**src/rtl/atten_spi_loader.sv**
```systemverilog
// Serial loader for step attenuators: queues per-channel codes and shifts each out MSB first
// on a shared SCLK/SDATA bus, then pulses that channel's LE.
//
// state  | meaning
// IDLE   | bus quiet, waiting for a pending channel
// LOAD   | pick lowest pending channel, load shift register, present MSB
// SHIFT  | DW bits, SCLK low then high for CLK_DIV cycles each
// LATCH  | LE[ch] high for LE_W cycles
// GAP    | one-cycle DONE pulse, BUSY low
module atten_spi_loader #(
  parameter int N_CH    = 2,
  parameter int DW      = 6,
  parameter int CLK_DIV = 2,
  parameter int LE_W    = 2,
  parameter int INVERT  = 1,
  localparam int CHW    = (N_CH > 1) ? $clog2(N_CH) : 1
) (
  input  logic            CLK,
  input  logic            NRST,
  input  logic            WR_EN,
  input  logic [CHW-1:0]  WR_CH,
  input  logic [DW-1:0]   WR_DATA,
  output logic            BUSY,
  output logic            DONE,
  output logic            SCLK,
  output logic            SDATA,
  output logic [N_CH-1:0] LE
);

  localparam int DIVW = $clog2(CLK_DIV + 1);
  localparam int BCW  = $clog2(DW + 1);
  localparam int LECW = $clog2(LE_W + 1);

  typedef enum logic [2:0] {S_IDLE, S_LOAD, S_SHIFT, S_LATCH, S_GAP} state_t;

  state_t          state_q, state_d;
  logic [CHW-1:0]  ch_q, ch_d;
  logic [N_CH-1:0] pend_q, pend_d;
  logic [DW-1:0]   shadow_q [N_CH];
  logic [DW-1:0]   shadow_d [N_CH];
  logic [DW-1:0]   sreg_q, sreg_d;
  logic [DIVW-1:0] div_q, div_d;
  logic [BCW-1:0]  bit_q, bit_d;
  logic [LECW-1:0] lec_q, lec_d;
  logic            sclk_q, sclk_d;
  logic            sdata_q, sdata_d;
  logic [CHW-1:0]  sel;
  logic [DW-1:0]   code;
  logic            wr_ok;

  assign wr_ok = WR_EN && (int'(WR_CH) < N_CH);

  always_comb begin
    sel = '0;
    for (int i = N_CH - 1; i >= 0; i--) begin
      if (pend_q[i]) sel = CHW'(i);
    end
  end

  assign code = (INVERT != 0) ? ~shadow_q[sel] : shadow_q[sel];

  always_comb begin
    state_d  = state_q;
    ch_d     = ch_q;
    pend_d   = pend_q;
    shadow_d = shadow_q;
    sreg_d   = sreg_q;
    div_d    = div_q;
    bit_d    = bit_q;
    lec_d    = lec_q;
    sclk_d   = sclk_q;
    sdata_d  = sdata_q;
    case (state_q)
      S_IDLE: begin
        sclk_d  = 1'b0;
        sdata_d = 1'b0;
        if (|pend_q) state_d = S_LOAD;
      end
      S_LOAD: begin
        // Channel is chosen here, not in IDLE, so a lower channel written one cycle late still wins.
        ch_d        = sel;
        sreg_d      = code;
        sdata_d     = code[DW-1];
        sclk_d      = 1'b0;
        div_d       = DIVW'(CLK_DIV - 1);
        bit_d       = BCW'(DW - 1);
        pend_d[sel] = 1'b0;
        state_d     = S_SHIFT;
      end
      S_SHIFT: begin
        if (div_q != '0) begin
          div_d = div_q - 1'b1;
        end else begin
          div_d = DIVW'(CLK_DIV - 1);
          if (!sclk_q) begin
            sclk_d = 1'b1;
          end else begin
            sclk_d = 1'b0;
            if (bit_q == '0) begin
              sdata_d = 1'b0;
              lec_d   = LECW'(LE_W - 1);
              state_d = S_LATCH;
            end else begin
              bit_d   = bit_q - 1'b1;
              sreg_d  = sreg_q << 1;
              sdata_d = sreg_d[DW-1];
            end
          end
        end
      end
      S_LATCH: begin
        if (lec_q == '0) state_d = S_GAP;
        else             lec_d   = lec_q - 1'b1;
      end
      S_GAP:   state_d = S_IDLE;
      default: state_d = S_IDLE;
    endcase
    // A same-edge write re-arms the channel even if LOAD is clearing it.
    if (wr_ok) begin
      shadow_d[WR_CH] = WR_DATA;
      pend_d[WR_CH]   = 1'b1;
    end
  end

  always_ff @(posedge CLK) begin
    if (!NRST) begin
      state_q <= S_IDLE;
      ch_q    <= '0;
      pend_q  <= '0;
      for (int i = 0; i < N_CH; i++) shadow_q[i] <= '0;
      sreg_q  <= '0;
      div_q   <= '0;
      bit_q   <= '0;
      lec_q   <= '0;
      sclk_q  <= 1'b0;
      sdata_q <= 1'b0;
    end else begin
      state_q  <= state_d;
      ch_q     <= ch_d;
      pend_q   <= pend_d;
      shadow_q <= shadow_d;
      sreg_q   <= sreg_d;
      div_q    <= div_d;
      bit_q    <= bit_d;
      lec_q    <= lec_d;
      sclk_q   <= sclk_d;
      sdata_q  <= sdata_d;
    end
  end

  assign BUSY  = (state_q == S_LOAD) || (state_q == S_SHIFT) || (state_q == S_LATCH);
  assign DONE  = (state_q == S_GAP);
  assign SCLK  = sclk_q;
  assign SDATA = sdata_q;
  assign LE    = (state_q == S_LATCH) ? (N_CH'(1) << ch_q) : '0;

endmodule

```
**config.mk**
```make
export PLATFORM = sky130hd
export DESIGN_NAME = atten_spi_loader
export DESIGN_NICKNAME = d
export VERILOG_FILES = /design/src/rtl/atten_spi_loader.sv
export SDC_FILE = /design/constraint.sdc
export NUM_CORES = 1
export LEC_CHECK = 0
export ABC_AREA = 1
export ABC_CLOCK_PERIOD_IN_PS = 2400
export CAP_MARGIN = 20
export CELL_PAD_IN_SITES_DETAIL_PLACEMENT = 1
export CELL_PAD_IN_SITES_GLOBAL_PLACEMENT = 1
export CORE_MARGIN = 2
export CORE_UTILIZATION = 43
export DETAILED_ROUTE_END_ITERATION = 10
export PLACE_DENSITY_LB_ADDON = 0.1
export SLEW_MARGIN = 25
export SYNTH_ARGS = -nofsm -noshare
export SYNTH_HDL_FRONTEND = slang
export SYNTH_SLANG_ARGS = --single-unit
```
**constraint.sdc**
```tcl
create_clock -name CLK -period 2.4 [get_ports CLK]
set_clock_uncertainty 0.15 [all_clocks]
set_input_delay 0.72 -clock CLK [delete_from_list [all_inputs] [get_ports CLK]]
set_output_delay 0.72 -clock CLK [all_outputs]
set_load 0.02 [all_outputs]
```
==> qor.yml <==
avgSynthCellArea_um2: 6.90
p_sw_share_pct: 41.1
cts_made_buffers: 5
syn-num-nets: 247
r2r_cells: 7
end_kind: "output port"
seqPwrFrac_pct: 34.5
drv_slew: 0
async_reset_ff_share_pct: 0
grt_pass1_vias: 1429
finalNetCount: 272
ir_worst_vdd_mv: 0.564
p_int_w: 0.00122
drcViolationCount: 0
vias_per_cell: 4.77
drt-pass1-iter-count: 4
port_buffers: 15
arrival_ns: 1.45
vias: 1470
yosys_register_bits: 32
leakage_nw: 0.917
row_count: 22
layout_commonest_cell: "nor2_1"
dieArea_mm2: 0.00426
grt_usage_pct: 20.0
status: "finished, final reports clean"
drtIter0Drc: 56
hold_class: "flop to flop"
wl_per_cell_um: 12.3
antenna_found_initial: 0
r2r_slack_ns: 0.80
max_slew_margin_pct: 69.3
cts_sinks: 32
cts_tree: "yes"
dp.cells: 300
fill_cells: 500
layout_setup_ws_ns: 0.0799
worst_slew_pin_slew_ns: 0.459
yosys_most_used_dff: "dfxtp_1"
cts_root_buffer: "clkbuf_8"
grt_pass1_wl_mm: 6.51
start_util_pct: 44.4
final_cell_count_no_fill: 308
wl_mm: 3.79
antenna_cells: 0
cts_buffer_depth: 2
setup_viol: 0
area_delta_synth_final_pct: 19.1
p_sw_w: 0.000855
dp_hpwl_mm: 2.80
synth_cell_types: 26
critPathTopFamily: "buffers and inverters"
crit_path_max_incr_delay_ns: 0.60
clock.fmax_ghz: 0.431
critPathBufInv: 2
core_mm2: 0.00363
num_io_pins: 16
fin_crit_ns: 2.32
crit_path_cell_trace: "buf_4 > nor2_1 > clkdlybuf4s50_1"
cts_max_level: 2
crit_path_start_kind: "flop"
worstSkewPairLatency_ns: 0.29
hold_viol: 0
synth_area_mm2: 0.00161
whs_path_depth: 2
dp_slack_ns: 0.243
r2r-end: "lec_q[0]$_SDFFE_PN0P_"
rsz0062_at_grt: "false"
critPathKind: "flop to output port"
required_ns: 1.53
cap_violations: 0
final_cell_mix: "56 x nor2_1, 46 x nand2_1, 32 x dfxtp_1, 29 x inv_1, 22 x o21ai_0"
synth-seq-area-share_pct: 39.7
critPathMaxFanout: 5
r2r-start: "bit_q[0]$_SDFFE_PN0P_"
synth-edff-count: 0
route.antenna.remaining_nets: 0
powerDensity_mw_per_mm2: 1080
post_cts_buffers: 0
synthCells: 234
routabilityCongestion: 0.814
path_clk_slew_ns: 0.07
grt-ovfl-total: 0
grt_start_max_net_pins: 16
hold_path_end: "div_q[1]$_SDFFE_PN0P_"
die_height_um: 65.3
drive_gt1_share_pct: 13.5
die_w_um: 65.3
hold_path_startpoint: "div_q[1]$_SDFFE_PN0P_"
p_comb_share_pct: 44.5
crit_path_top_delay_cell: "clkdlybuf4s50_1"
ys_warn_count: 0
tns_ns: 0
pwr-share-clk_pct: 21.0
fin_crit_sh_pct: 96.7
synthesized netlist by cell type (2+ instances only):
library cell   n  area (um^2)
nor2_1        56          210
nand2_1       46          173
dfxtp_1       32          641
inv_1         29          109
o21ai_0       22          110
nand3_1        9         45.0
nand2_2        6         37.5
a21oi_1        5         25.0
ha_1           3         37.5
nor2_2         3         18.8
a211oi_1       2         15.0
inv_2          2         7.51
nand3_2        2         20.0
nor2_4         2         22.5
nor3_1         2         10.0
nor3_2         2         20.0
o21ai_2        2         17.5
worst max-delay path by stage:
stage	startpoint	to	slack, ns	cells past startpoint
2_1_floorplan	state_q[0]$_SDFFE_PN0P_	LE[0]	0.48	4
3_5_place_dp	state_q[1]$_SDFFE_PN0P_	LE[1]	0.24	5
3_3_place_gp	state_q[1]$_SDFFE_PN0P_	LE[0]	0.26	5
6_report	state_q[2]$_SDFFE_PN0P_	BUSY	0.08	3
5_1_grt	state_q[2]$_SDFFE_PN0P_	BUSY	0.02	3
4_1_cts	state_q[2]$_SDFFE_PN0P_	BUSY	0.07	3
cell families after synthesis:
family          after synthesis  share of synthesized area, %
buf+inv                      35                          10.0
flops                        32                          39.7
xor+xnor                      1                         0.543
fa+ha+maj                     3                          2.33
simple gates                130                          35.6
compound gates               33                          11.9
power by group through the flow:
| stage | logic [W] | registers, W | clock network (W) |
|---|---|---|---|
| after floorplan | 0.000704 | 0.000744 | 0 |
| after detailed placement | 0.000928 | 0.000730 | 0 |
| final | 0.000925 | 0.000717 | 0.000438 |
| after global placement | 0.000906 | 0.000725 | 0 |
| after CTS | 0.000943 | 0.000719 | 0.000444 |
| after global routing | 0.00105 | 0.000733 | 0.000479 |
through the flow:
step	hold slack (ns)	power, W	cell area [um^2]	util, %
after floorplan	0.274	0.00145	1610	-
after global placement	0.291	0.00163	1830	50.4
after detailed placement	0.289	0.00166	1830	50.4
after CTS	0.300	0.00211	1920	52.9
after global routing	0.334	0.00226	1920	52.9
final	0.294	0.00208	1920	52.9
sequential cells by signal, indices dropped and copies added, names as in the netlist, 2 cells and up:
name and count:
shadow_q 12, sreg_q 5, bit_q 3, state_q 3, div_q 2, lec_q 2
pend_q 2
worst reg2reg max path, stage by stage (launching register included):
cell and delay (ns):
dfxtp_1 0.30, inv_1 0.12, ha_1 0.16, nand2_1 0.11, o21ai_0 0.31, nand3_1 0.19, nor2_1 0.12, nor2_1 0.05
area by class of cell:
class	instances	area (um^2)	share of cell area, %
clock buffer	7	86.3	4.49
clock inverter	1	7.51	0.391
inverter	31	116	6.05
multi-input combinational	167	812	42.3
sequential	32	641	33.3
tap	48	60.1	3.13
timing repair buffer	22	199	10.4
timing repair:
item | 4_1_cts | 5_1_grt
setup endpoints to repair | 3 | 0
resized for setup | 3 | 0
hold buffers | 0 | 0
layer usage:
layer	GRT usage, %	part of all wire [%]
met5	0	0
met1	26.0	50
met4	7.03	1.2
met2	31.6	46
met3	5.99	2.5
No activity file was read; power rests on OpenSTA's default activity.
